`src/rtl/alu_stage.sv`:
```
`default_nettype none
// ============================================================================
// Module      : alu_stage
// Description : Single-issue integer ALU stage with registered outputs.
//               Arithmetic, logic and compare operations complete on the first
//               clock edge after they are presented. Shifts either complete in
//               one cycle (barrel shifter) or run one bit per cycle, stalling
//               upstream via out_stall until the final edge.
// Config      : FAST_SHIFT_EN - defined: barrel shifter, out_stall tied low.
//                               undefined: iterative 1-bit/cycle shifter.
// Ports       : clk        in   clock, all state on rising edge
//               rst_n      in   asynchronous active-low reset
//               in_noop    in   upstream bubble flag
//               in_op      in   [3:0] operation code (encoding below)
//               in_src1    in   [31:0] first operand
//               in_src2    in   [31:0] second operand / shift amount
//               out_stall  out  combinational hold request to upstream
//               out_noop   out  registered bubble flag
//               out_result out  [31:0] registered result
//               out_cond   out  registered comparison outcome
// Revision    : 1.0 - initial release
// ============================================================================
module alu_stage (
    input  logic        clk,
    input  logic        rst_n,
    input  logic        in_noop,
    input  logic [3:0]  in_op,
    input  logic [31:0] in_src1,
    input  logic [31:0] in_src2,
    output logic        out_stall,
    output logic        out_noop,
    output logic [31:0] out_result,
    output logic        out_cond
);

    // Operation encoding
    localparam logic [3:0] C_OP_NO_OP = 4'd0;
    localparam logic [3:0] C_OP_ADD   = 4'd1;
    localparam logic [3:0] C_OP_SUB   = 4'd2;
    localparam logic [3:0] C_OP_XOR   = 4'd3;
    localparam logic [3:0] C_OP_OR    = 4'd4;
    localparam logic [3:0] C_OP_AND   = 4'd5;
    localparam logic [3:0] C_OP_SLL   = 4'd6;
    localparam logic [3:0] C_OP_SRL   = 4'd7;
    localparam logic [3:0] C_OP_SRA   = 4'd8;
    localparam logic [3:0] C_OP_LT    = 4'd9;
    localparam logic [3:0] C_OP_LTU   = 4'd10;
    localparam logic [3:0] C_OP_EQ    = 4'd11;
    localparam logic [3:0] C_OP_NEQ   = 4'd12;
    localparam logic [3:0] C_OP_GE    = 4'd13;
    localparam logic [3:0] C_OP_GEU   = 4'd14;

    logic        w_valid;
    logic        w_is_shift;
    logic [4:0]  w_shamt;
    logic [31:0] w_result;
    logic        w_cond;

    assign w_valid    = !in_noop && (in_op != C_OP_NO_OP);
    assign w_is_shift = (in_op == C_OP_SLL) || (in_op == C_OP_SRL) || (in_op == C_OP_SRA);
    assign w_shamt    = in_src2[4:0];

    // Single-cycle result. In the iterative build the shift arms are only
    // reached with a zero shift amount, so they simply pass in_src1 through.
    always_comb begin
        w_result = 32'd0;
        w_cond   = 1'b0;
        case (in_op)
            C_OP_ADD: w_result = in_src1 + in_src2;
            C_OP_SUB: w_result = in_src1 - in_src2;
            C_OP_XOR: w_result = in_src1 ^ in_src2;
            C_OP_OR:  w_result = in_src1 | in_src2;
            C_OP_AND: w_result = in_src1 & in_src2;
`ifdef FAST_SHIFT_EN
            C_OP_SLL: w_result = in_src1 << w_shamt;
            C_OP_SRL: w_result = in_src1 >> w_shamt;
            C_OP_SRA: w_result = $signed(in_src1) >>> w_shamt;
`else
            C_OP_SLL,
            C_OP_SRL,
            C_OP_SRA: w_result = in_src1;
`endif
            C_OP_LT:  w_cond = $signed(in_src1) <  $signed(in_src2);
            C_OP_LTU: w_cond = in_src1 <  in_src2;
            C_OP_EQ:  w_cond = in_src1 == in_src2;
            C_OP_NEQ: w_cond = in_src1 != in_src2;
            C_OP_GE:  w_cond = $signed(in_src1) >= $signed(in_src2);
            C_OP_GEU: w_cond = in_src1 >= in_src2;
            default:  w_result = 32'd0;
        endcase
        if (in_op >= C_OP_LT) begin
            w_result = {31'd0, w_cond};
        end
    end

`ifdef FAST_SHIFT_EN

    assign out_stall = 1'b0;

    always_ff @(posedge clk or negedge rst_n) begin
        if (!rst_n) begin
            out_noop   <= 1'b1;
            out_result <= 32'd0;
            out_cond   <= 1'b0;
        end else if (w_valid) begin
            out_noop   <= 1'b0;
            out_result <= w_result;
            out_cond   <= w_cond;
        end else begin
            out_noop   <= 1'b1;
            out_result <= 32'd0;
            out_cond   <= 1'b0;
        end
    end

`else

    typedef enum logic [0:0] {
        S_IDLE  = 1'b0,
        S_SHIFT = 1'b1
    } state_t;

    localparam logic [1:0] C_KIND_SLL = 2'd0;
    localparam logic [1:0] C_KIND_SRL = 2'd1;
    localparam logic [1:0] C_KIND_SRA = 2'd2;

    state_t      r_state;
    state_t      w_state_nxt;
    logic [31:0] r_acc;
    logic [4:0]  r_cnt;
    logic [1:0]  r_kind;
    logic        w_shift_start;
    logic        w_last;
    logic [31:0] w_acc_shifted;
    logic [1:0]  w_kind_in;

    assign w_shift_start = w_valid && w_is_shift && (w_shamt != 5'd0);
    assign w_last        = (r_cnt == 5'd1);

    // Reset forces the stall low even if a shift is being presented.
    assign out_stall = rst_n && (((r_state == S_IDLE) && w_shift_start) ||
                                 ((r_state == S_SHIFT) && !w_last));

    always_comb begin
        w_kind_in = C_KIND_SLL;
        if (in_op == C_OP_SRL) w_kind_in = C_KIND_SRL;
        if (in_op == C_OP_SRA) w_kind_in = C_KIND_SRA;
    end

    always_comb begin
        w_acc_shifted = {r_acc[30:0], 1'b0};
        case (r_kind)
            C_KIND_SRL: w_acc_shifted = {1'b0, r_acc[31:1]};
            C_KIND_SRA: w_acc_shifted = {r_acc[31], r_acc[31:1]};
            default:    w_acc_shifted = {r_acc[30:0], 1'b0};
        endcase
    end

    always_ff @(posedge clk or negedge rst_n) begin
        if (!rst_n) begin
            r_state <= S_IDLE;
        end else begin
            r_state <= w_state_nxt;
        end
    end

    always_comb begin
        w_state_nxt = r_state;
        case (r_state)
            S_IDLE:  if (w_shift_start) w_state_nxt = S_SHIFT;
            S_SHIFT: if (w_last)        w_state_nxt = S_IDLE;
            default: w_state_nxt = S_IDLE;
        endcase
    end

    // Datapath and output registers. Inputs are only sampled in IDLE.
    always_ff @(posedge clk or negedge rst_n) begin
        if (!rst_n) begin
            r_acc      <= 32'd0;
            r_cnt      <= 5'd0;
            r_kind     <= C_KIND_SLL;
            out_noop   <= 1'b1;
            out_result <= 32'd0;
            out_cond   <= 1'b0;
        end else if (r_state == S_SHIFT) begin
            r_acc    <= w_acc_shifted;
            r_cnt    <= r_cnt - 5'd1;
            out_cond <= 1'b0;
            if (w_last) begin
                out_noop   <= 1'b0;
                out_result <= w_acc_shifted;
            end else begin
                out_noop   <= 1'b1;
                out_result <= 32'd0;
            end
        end else if (w_shift_start) begin
            r_acc      <= in_src1;
            r_cnt      <= w_shamt;
            r_kind     <= w_kind_in;
            out_noop   <= 1'b1;
            out_result <= 32'd0;
            out_cond   <= 1'b0;
        end else if (w_valid) begin
            out_noop   <= 1'b0;
            out_result <= w_result;
            out_cond   <= w_cond;
        end else begin
            out_noop   <= 1'b1;
            out_result <= 32'd0;
            out_cond   <= 1'b0;
        end
    end

`endif

endmodule
`default_nettype wire

```
`config.mk`:
```
export PLATFORM = sky130hd
export DESIGN_NAME = alu_stage
export DESIGN_NICKNAME = d
export VERILOG_FILES = /design/src/rtl/alu_stage.sv
export SDC_FILE = /design/constraint.sdc
export NUM_CORES = 1
export LEC_CHECK = 0
export ABC_AREA = 1
export BUFFER_PORTS_ARGS = -buffer_cell sky130_fd_sc_hd__buf_2
export CAP_MARGIN = 20
export CELL_PAD_IN_SITES_DETAIL_PLACEMENT = 2
export CELL_PAD_IN_SITES_GLOBAL_PLACEMENT = 2
export CORE_UTILIZATION = 36
export DETAILED_ROUTE_END_ITERATION = 10
export GPL_TIMING_DRIVEN = 0
export HOLD_SLACK_MARGIN = 0.06
export PLACE_DENSITY = 0.89
export SETUP_SLACK_MARGIN = 0.15
export SLEW_MARGIN = 20
export SYNTH_ARGS = -nofsm -noshare
export SYNTH_HDL_FRONTEND = slang
export SYNTH_SLANG_ARGS = --single-unit
```
`constraint.sdc`:
```
create_clock -name clk -period 3.4 [get_ports clk]
set_clock_uncertainty 0.2 [all_clocks]
set_input_delay 0.17 -clock clk [delete_from_list [all_inputs] [get_ports clk]]
set_output_delay 0.17 -clock clk [all_outputs]
set_load 0.02 [all_outputs]
```
==> reports/results.txt <==
sequential cell area fraction in the yosys report: 19.7%
grt ovf: 0
critical path's top delay family: simple AND/OR/NAND/NOR gates
mapped cell area: 9410 µm²
Pwr Density: 476 nW/µm²
CP Data Arrival Time: 3250 ps
Cell Rows: 58
die area: 26800 µm²
TritonCTS Buffers: 9
CTS tree: done
P&R area growth vs syn: 15.5%
Slowest-stage cell, CP: dlygate4sd3_1
Most used DFF post-synth: dfrtp_1
die height: 164 µm
Root Driver: clkbuf_16
Final Critical Period: 3230 ps
Setup crit end kind: flip-flop
setup TNS: 0 ps
routed wl met2: 25.2 mm
critical path's largest stage delay: 530 ps
unrepaired setup endpoints after global routing: yes
initial DRC count: 1139
Ports: 106
H-tree depth: 3
remaining antenna violation count: 0
Fillers: 3189
worst reg2reg startpoint: r_kind[1]
Slew HR: 38.4%
via count of the first global-routing pass: 12400
cells on worst reg2reg path: 6
first-pass GRT wire length: 78.4 mm
n_diodes: 0
Final Hold Vio Count: 0
Clk Latency, worst-skew pair: 350 ps
worst slack, placed: 279 ps
initial antenna violation count: 0
max-slew violation count: 0
worst slew pin tran: 924 ps
Crit Reg-Reg Endpoint: out_result[11]
Syn Area/Cell: 6.54 µm²
WP buf/inv: 4
Max clock buf depth: 2
Cell Chain, Critical Path: dlygate4sd3_1 > buf_2 > inv_1 > ha_1 > inv_1 > nand3_1 > nand2_1 > nand3_1 > nand2_1 > nand2_1 > nand2_1 > nand3_1 > nand2_1 > nand2_1 > nand3_1 > nand3_1 > nand2_1 > nand2_1
Netlist cell types: 52
Max FO, Critical Path: 5
Final Cycle Share: 94.9%
Register Area: 1850 µm²
FF-to-FF setup slack: 610 ps
largest net degree at the start of global routing: 58
Post-synth EDFFs: 0
CP Class: in -> reg
Die Wd: 164 µm
clock sink count: 74
final net count: 1743
syn_nets: 1615
drc violations: 0
Data required, critical path: 3420 ps
post-DP HPWL: 39.9 mm
Reg clk slew, reported paths: 60 ps
max frequency: 310 MHz
layout cell share with drive strength beyond 1: 15.6%
metal1 wirelength: 22.5 mm
Avg WL per Cell: 28.0 µm
met3 WL post-DR: 3.81 mm
via count: 11800
Crit path top cell by count: nand2_1
Final Routed Wirelength: 53.2 mm
leakage: 0.00547 µW
synth warn: 0
area occupied by multi-input gates: 6420 µm²
#FFs+latches synth: 74
Synth async-reset ratio: 100%
Min-Delay Path Class: in -> async
Placer Congestion: 0.987
Max-Cap Viols: 0
startpoint types: input pin
highest routed metal layer: met4
port bufs: 105
Max rail drop VDD: 0.482 mV
first drt pass iteration count: 5
core box area: 25400 µm²
DR vias/cell: 6.21
Setup-failing EPs final: 0
outcome: complete, no violations
Initial Util: 37.1%
fin worst setup slack: 172 ps
All-Layer GR Usage: 39.6%
Post-Synthesis Cells: 1439
worst max-delay path by stage:
stage                from              to  slack, ps  cells after the start
6_report       in_src2[1]  out_result[31]        170                     18
5_1_grt        in_src2[1]  out_result[31]        130                     18
4_1_cts        in_src2[1]  out_result[26]        170                     14
3_5_place_dp   in_src2[3]  out_result[26]        280                     16
3_3_place_gp   in_src2[3]  out_result[26]        400                     16
2_1_floorplan  in_src1[0]   out_result[0]       1310                     18
through the flow:
stage,hold WS (ps),power [µW],instances,area (µm²),utilization (%)
6_report,56.3,5180,1902,10900,42.8
3_5_place_dp,-126,3710,1875,10400,40.9
2_1_floorplan,-326,2810,1439,9410,-
4_1_cts,61.5,5030,1901,10800,42.7
3_3_place_gp,282,3500,1874,10300,40.7
5_1_grt,84.8,5340,1902,10900,42.8
where the power goes:
group / switching, µW / total, µW / leakage [µW] / internal [µW]
Clock: 417 / 1180 / 0.000169 / 759
Sequential: 134 / 1250 / 0.00100 / 1120
Combinational: 2000 / 2750 / 0.00429 / 745
cells in the mapped netlist, types with 3 or more instances:
| cell | count | area share (%) |
|---|---|---|
| o21a_1 | 5 | 0.40 |
| nor2_4 | 3 | 0.36 |
| inv_1 | 206 | 8.2 |
| buf_4 | 4 | 0.32 |
| inv_2 | 22 | 0.88 |
| nor4_1 | 3 | 0.20 |
| buf_6 | 7 | 0.84 |
| a221oi_1 | 29 | 2.7 |
| o21ai_0 | 48 | 2.6 |
| o21ai_1 | 7 | 0.37 |
| nand4_1 | 10 | 0.66 |
| nand3b_1 | 4 | 0.32 |
| a22o_1 | 5 | 0.47 |
| o221ai_1 | 23 | 2.1 |
| a21oi_1 | 83 | 4.4 |
| o22ai_1 | 59 | 3.9 |
| xor2_1 | 9 | 0.84 |
| nor3_1 | 18 | 0.96 |
| buf_2 | 20 | 1.1 |
| nor2_2 | 16 | 1.1 |
| nand2_1 | 338 | 13 |
| dfrtp_1 | 73 | 19 |
| clkbuf_1 | 23 | 0.92 |
| o21bai_1 | 9 | 0.72 |
| a21oi_2 | 6 | 0.56 |
| a21o_1 | 4 | 0.32 |
| nand2_2 | 10 | 0.66 |
| ha_1 | 103 | 14 |
| nor2_1 | 114 | 4.5 |
| nand3_1 | 130 | 6.9 |
| o221ai_2 | 16 | 2.6 |
| o21ai_2 | 4 | 0.37 |
repair_timing:
| action | in CTS | in global routing |
|---|---|---|
| resized for setup | 0 | 6 |
| setup endpoints to repair | 0 | 8 |
| hold buffers | 10 | 0 |
| endpoints found under the hold margin | 83 | 0 |
| setup buffers | 0 | 1 |
sequential cells by signal, indices dropped and copies added, names as in the netlist:
| signal | cells |
|---|---|
| out_cond | 1 |
| r_kind | 2 |
| r_cnt | 5 |
| r_acc | 32 |
| r_state | 1 |
| out_noop | 1 |
| out_result | 32 |
logic make-up (layout without fill, tap and decap cells):
kind of cell,after synthesis,count (layout),share of synthesized area [%]
xor gates and xnor gates,10,10,0.931
AOI/OAI and AO/OA,309,309,22.8
adders and majority gates,105,105,14.1
DFF,74,74,19.7
buffers and inverters,285,418,12.4
and+or+nand+nor,656,656,30.1
layer usage:
layer,vias up,track usage (%)
met5,-,0
met4,0,13.1
met3,128,5.00
met2,562,67.7
met1,6054,51.3
li1,5064,-
final cells by class:
cell class,count,share of cell area (%)
plain buffers,55,2.75
repair buffers,117,6.10
clock buffers,12,2.36
inverters,230,7.94
well taps,330,3.80
multi-input cells,1080,59.1
flip-flops and latches,74,17.1
clock inverters,4,0.898
cell usage in the layout (no fill, tap or decap), drive strengths merged, types with 2 or more instances in the layout:
| cell | count |
|---|---|
| clkbuf | 35 |
| o21ai | 59 |
| o22ai | 59 |
| nand2 | 349 |
| xor2 | 9 |
| nand4 | 11 |
| a22o | 5 |
| o221ai | 39 |
| nor3 | 18 |
| ha | 103 |
| dfrtp | 73 |
| a21o | 4 |
| nand3b | 4 |
| clkinv | 2 |
| a21oi | 90 |
| buf | 139 |
| o211ai | 4 |
| nand3 | 130 |
| dlygate4sd3 | 10 |
| inv | 228 |
| or2 | 4 |
| nor3b | 2 |
| fa | 2 |
| and2 | 2 |
| o21a | 5 |
| nor2 | 133 |
| a221oi | 29 |
| a22oi | 2 |
| bufinv | 3 |
| o21bai | 9 |
| nor4 | 3 |
Note: power is estimated with default switching activity, not from simulation.
